--- src/rtl/ram_4002.sv ---
// MCS-4 4002 RAM chip: follows the 8-phase instruction cycle, latches SRC addresses and
// executes I/O-RAM commands against 4x16 main characters, 4x4 status characters and a port.
module ram_4002 #(
    parameter logic [1:0] Chip_addr = 2'd0
) (
    input  logic       clk,
    input  logic       rst,
    input  logic       sync,
    input  logic       cm_ram,
    input  logic [3:0] d_in,
    output logic [3:0] d_out,
    output logic       d_oe,
    output logic [3:0] port_out
);

    typedef enum logic [2:0] {
        PhA1, PhA2, PhA3, PhM1, PhM2, PhX1, PhX2, PhX3
    } phase_e;

    phase_e     phase_q, phase_d;
    logic       synced_q, synced_d;
    logic       selected_q, selected_d;
    logic [1:0] reg_sel_q, reg_sel_d;
    logic [3:0] char_sel_q, char_sel_d;
    logic       src_pending_q, src_pending_d;
    logic       io_pending_q, io_pending_d;
    logic [3:0] io_op_q, io_op_d;
    logic [3:0] port_out_q, port_out_d;
    logic [3:0] d_out_q, d_out_d;
    logic       d_oe_q, d_oe_d;
    logic [3:0] main_q [64];
    logic [3:0] main_d [64];
    logic [3:0] status_q [16];
    logic [3:0] status_d [16];
    logic       resync;

    // sync outside X3 means the CPU slipped: realign and drop anything in flight
    assign resync = sync && (phase_q != PhX3);

    always_comb begin
        phase_d       = sync ? PhA1 : phase_e'(phase_q + 3'd1);
        synced_d      = synced_q | sync;
        selected_d    = selected_q;
        reg_sel_d     = reg_sel_q;
        char_sel_d    = char_sel_q;
        src_pending_d = src_pending_q;
        io_pending_d  = io_pending_q;
        io_op_d       = io_op_q;
        port_out_d    = port_out_q;
        d_out_d       = d_out_q;
        d_oe_d        = 1'b0;
        main_d        = main_q;
        status_d      = status_q;

        if (resync) begin
            src_pending_d = 1'b0;
            io_pending_d  = 1'b0;
        end else if (synced_q) begin
            unique case (phase_q)
                PhM2: begin
                    if (cm_ram) begin
                        if (selected_q) begin
                            io_op_d      = d_in;
                            io_pending_d = 1'b1;
                        end else begin
                            io_pending_d = 1'b0;
                        end
                    end
                end
                // Read data is registered here so it is on the bus for the whole of X2
                PhX1: begin
                    if (io_pending_q) begin
                        case (io_op_q)
                            4'h8, 4'h9, 4'hB: begin
                                d_out_d = main_q[{reg_sel_q, char_sel_q}];
                                d_oe_d  = 1'b1;
                            end
                            4'hC, 4'hD, 4'hE, 4'hF: begin
                                d_out_d = status_q[{reg_sel_q, io_op_q[1:0]}];
                                d_oe_d  = 1'b1;
                            end
                            default: ;
                        endcase
                    end
                end
                PhX2: begin
                    if (cm_ram) begin
                        selected_d    = (d_in[3:2] == Chip_addr);
                        reg_sel_d     = d_in[1:0];
                        src_pending_d = 1'b1;
                    end
                    if (io_pending_q) begin
                        case (io_op_q)
                            4'h0:                   main_d[{reg_sel_q, char_sel_q}] = d_in;
                            4'h1:                   port_out_d = d_in;
                            4'h4, 4'h5, 4'h6, 4'h7: status_d[{reg_sel_q, io_op_q[1:0]}] = d_in;
                            default: ;
                        endcase
                    end
                end
                PhX3: begin
                    if (src_pending_q) begin
                        char_sel_d    = d_in;
                        src_pending_d = 1'b0;
                    end
                    io_pending_d = 1'b0;
                end
                default: ;
            endcase
        end
    end

    always_ff @(posedge clk) begin
        if (rst) begin
            phase_q       <= PhA1;
            synced_q      <= 1'b0;
            selected_q    <= 1'b0;
            reg_sel_q     <= 2'd0;
            char_sel_q    <= 4'd0;
            src_pending_q <= 1'b0;
            io_pending_q  <= 1'b0;
            io_op_q       <= 4'd0;
            port_out_q    <= 4'd0;
            d_out_q       <= 4'd0;
            d_oe_q        <= 1'b0;
            main_q        <= '{default: 4'd0};
            status_q      <= '{default: 4'd0};
        end else begin
            phase_q       <= phase_d;
            synced_q      <= synced_d;
            selected_q    <= selected_d;
            reg_sel_q     <= reg_sel_d;
            char_sel_q    <= char_sel_d;
            src_pending_q <= src_pending_d;
            io_pending_q  <= io_pending_d;
            io_op_q       <= io_op_d;
            port_out_q    <= port_out_d;
            d_out_q       <= d_out_d;
            d_oe_q        <= d_oe_d;
            main_q        <= main_d;
            status_q      <= status_d;
        end
    end

    assign d_out    = d_out_q;
    assign d_oe     = d_oe_q;
    assign port_out = port_out_q;

endmodule

--- config.mk ---
export PLATFORM = sky130hd
export DESIGN_NAME = ram_4002
export DESIGN_NICKNAME = d
export VERILOG_FILES = /design/src/rtl/ram_4002.sv
export SDC_FILE = /design/constraint.sdc
export NUM_CORES = 1
export LEC_CHECK = 0
export ABC_AREA = 1
export CORE_ASPECT_RATIO = 0.75
export CORE_MARGIN = 3
export CORE_UTILIZATION = 32
export CTS_BUF_LIST = sky130_fd_sc_hd__clkbuf_4 sky130_fd_sc_hd__clkbuf_8
export CTS_CLUSTER_SIZE = 10
export DETAILED_ROUTE_END_ITERATION = 10
export PLACE_DENSITY = 0.5
export SETUP_SLACK_MARGIN = 0.15
export SYNTH_ARGS = -nofsm -noshare
export SYNTH_HDL_FRONTEND = slang
export SYNTH_SLANG_ARGS = --single-unit
--- constraint.sdc ---
create_clock -name clk -period 2.9 [get_ports clk]
set_clock_uncertainty 0.05 [all_clocks]
set_input_delay 0.435 -clock clk [delete_from_list [all_inputs] [get_ports clk]]
set_output_delay 0.435 -clock clk [all_outputs]
set_load 0.02 [all_outputs]
==> Implementation_results.wiki <==
{| class="wikitable"
! Metric !! Value
|-
| Share of final-layout standard cells stronger than drive strength 1 || 0.08856
|-
| Global-route wire length before repair || approximately 74,000 um
|-
| Core ar. || ~47,000 um^2
|-
| Req. time, crit path || roughly 3300 ps
|-
| Critical path launch point || phase_q[0]$_SDFF_PP0_
|-
| Overall Power || ~9.5 mW
|-
| Total Die Area || slightly above 50,000 um^2
|-
| Starting density of the core || 0.3284
|-
| Mean instance size in the synthesized netlist || roughly 7.0 um^2
|-
| Final slew viol count || 0
|-
| Sequential-to-total area share from yosys stat || 0.4516
|-
| Number of global-route vias before repair || about 13,000
|-
| Clk slew on worst S/H paths || roughly 60 ps
|-
| Worst Setup EP || main_q[229]$_SDFFE_PP0P_
|-
| Endpoint class of the critical path || flop
|-
| H-Tree Level Count || 2
|-
| Power per unit of standard cell area || 538.5 nW/um^2
|-
| Final antenna-violating net count || 0
|-
| Clock buffers created by TritonCTS || 56
|-
| Total length of routed wires || approximately 47,000 um
|-
| Arrival time at the worst endpoint || between 3000 and 4000 ps
|-
| Tcrit/Tclk final || 0.9161
|-
| RD Place Congestion || 0.8182
|-
| Sum of overflow across all layers after global routing || 0
|-
| Startpoint of the most critical register-to-register path || phase_q[0]$_SDFF_PP0_
|-
| Post-Syn Nets || between 2,000 and 2,500
|-
| Most common library cell in the layout ignoring fill and taps || nand2_1
|-
| Drt initial violations || approximately 1,100
|-
| Post-synthesis cell area || about 15,000 um^2
|-
| Hold bufs inserted after CTS || 0
|-
| Number of failing setup endpoints in the final timing report || 0
|-
| Basic-gate share of the synthesized area counting and, or, nand and nor cells || 0.1631
|-
| Clock latency of the later-clocked register in the worst-skew pair || 620 ps
|-
| Synthesized instance count || 2,192
|-
| Via count || 14,190
|-
| Max_cap viols || 0
|-
| Aggregate negative setup slack || 0 ps
|-
| Number of hold-slack violations in the final timing report || 0
|-
| Period minus WS final || about 2700 ps
|-
| CTS Root Buffer Type || clkbuf_8
|-
| Total Nets Final || between 2,000 and 2,500
|-
| Mux share of post-synthesis cell area || 0
|-
| Setup slack, reg-to-reg || 240 ps
|-
| Fill count || roughly 4,900
|-
| Synth Warn # || 0
|-
| DPL Wire Length || 30,710 um
|-
| Overall Global Routing Usage || 0.1840
|-
| Utilization of the core after routing || 0.3776
|-
| Highest net fanout along the worst path || 8
|-
| Antenna violations before repair || 0
|-
| Class of the most critical hold timing path || input port to flop
|-
| Adder-Cell Fraction of Synth Area || 0.004079
|-
| Most frequent cells in the layout || nand2_1 (372), inv_1 (347), dfxtp_1 (345)
|-
| Register-to-Register Path Depth || 11
|-
| Detailed-router iteration count before antenna repair || 5
|-
| Distinct cell type count after synthesis || 28
|-
| Via/cell ratio || between 4 and 5
|-
| Routed wirelength normalized by instance count || 16.45 um
|-
| Area growth from synthesis to layout || 14.99%
|-
| Count of buffers from port buffering || 16
|-
| Least setup slack across all paths after layout || 243.2 ps
|-
| Start point of the worst hold path || d_in[3]
|-
| Floorplan die height || between 150 and 200 um
|-
| Clk sink count || approximately 350
|-
| Cell leakage power || around 6.7 nW
|-
| Top-level port count || 17
|-
| Kind of start point of the critical path || flop
|-
| Endpoint of the most critical register-to-register path || main_q[229]$_SDFFE_PP0P_
|-
| Seq cells post-synth || around 350
|-
| Number of placement rows || between 60 and 70
|-
| Run status || finished, final reports clean
|-
| Clock tree from TritonCTS || built
|-
| Fraction of the mapped netlist area in compound gates || 0.2669
|-
| Synthesized-area fraction occupied by xor and xnor cells || 0
|-
| Number of antenna diodes || 0
|-
| Clock buffer depth || 3
|-
| Die W || 258.8 um
|-
| Actual transition at the worst max-transition pin || ~800 ps
|-
| Placement Setup Slack || about 140 ps
|-
| Type of the setup path with the least slack || flop to flop
|-
| Worst VDD drop || ~0.29 mV
|-
| Largest family of logic cells by synthesized area || compound AO/OA/AOI/OAI gates
|-
| RSZ-0062 raised after global routing || yes
|-
| Post-route DRC || 0
|-
| Pin count of the biggest net entering global routing || 99
|-
| Highest clock rate || 376.4 MHz
|-
| Worst slew margin || 0.4608
|}
==> power breakdown <==
| part | leakage [nW] | internal (mW) | total (mW) | switching, mW |
|---|---|---|---|---|
| sequential | 2.79 | 4.75 | 4.76 | 0.00269 |
| combinational | 3.25 | 0.0784 | 0.306 | 0.227 |
| clock | 0.632 | 2.44 | 4.44 | 1.99 |
| total | 6.67 | 7.27 | 9.50 | 2.22 |
==> registers in the layout (all words and copies together), names as in the netlist <==
register / flops
synced_q: 1
selected_q: 1
main_q: 256
port_out: 4
src_pending_q: 1
io_pending_q: 1
status_q: 64
phase_q: 3
char_sel_q: 4
reg_sel_q: 2
d_out: 4
io_op_q: 4
d_oe: 1
==> cell type report <==
class,count,area (um^2),share of cell area
clock buffer,88,1124,0.06370
clock inverter,9,45.04,0.002554
inverter,350,1319,0.07477
multi-input combinational,1380,6681,0.3788
sequential,346,6930,0.3929
tap,630,788.3,0.04469
timing repair buffer,74,750.7,0.04256
==> cell usage after synthesis, drive strengths merged <==
cell type	instances	area share
nor3	7	0.0045
nand4	4	0.0016
nand3b	1	0.00049
nand3	95	0.031
inv	350	0.086
dfxtp	346	0.45
nand2	394	0.10
or2	1	0.00041
buf	9	0.0024
o211ai	44	0.022
a211oi	17	0.0083
a21oi	328	0.11
a31oi	2	0.00082
ha	5	0.0041
nor2	95	0.024
nor4	1	0.00041
o22ai	21	0.0086
clkbuf	107	0.026
a22oi	8	0.0039
o2111ai	1	0.00057
o21ai	356	0.12
==> logic make-up after synthesis <==
group | after synthesis
AOI/OAI and AO/OA | 777
and+or+nand+nor | 598
buffers and inverters | 466
DFF | 346
adders and majority gates | 5
==> what timing repair did <==
| item | CTS | global route |
|---|---|---|
| endpoints found under the setup margin | 0 | 162 |
| gates resized for setup | 0 | 4 |
| setup buffers | 0 | 1 |
==> worst max-delay path, cell delays in order, from the launching register on <==
cell	delay, ps
dfxtp_1	380
ha_1	170
ha_1	250
nor2_1	90
nor2_1	120
nand2_1	150
nor2_4	160
nand2_4	180
nor2_2	380
nand2_1	290
o21ai_0	250
a21oi_1	60
==> worst min-delay path by stage <==
| stage | to | cells after the start |
|---|---|---|
| final | main_q[195]$_SDFFE_PP0P_ | 3 |
| after global routing | main_q[3]$_SDFFE_PP0P_ | 3 |
| after CTS | main_q[169]$_SDFFE_PP0P_ | 4 |
| after detailed placement | main_q[230]$_SDFFE_PP0P_ | 2 |
| after global placement | main_q[21]$_SDFFE_PP0P_ | 2 |
| after floorplan | io_pending_q$_SDFFE_PP0P_ | 2 |
==> per-layer routing <==
metal  vias to the layer above  track usage  share of wire
met3                        68      0.03617          0.067
met2                       360       0.2573           0.40
li1                       7220            -              -
met1                      6538       0.2854           0.52
met5                         -            0              0
met4                         0      0.04319          0.018
==> metrics by stage <==
step	area, um^2	cells	hold slack, ps
final	17640	2877	319.1
after global routing	17640	2877	296.2
after CTS	17600	2876	282.4
after detailed placement	16430	2779	385.4
after global placement	16430	2779	381.6
after floorplan	15340	2192	373.1
(Power assumes the default switching activity.)
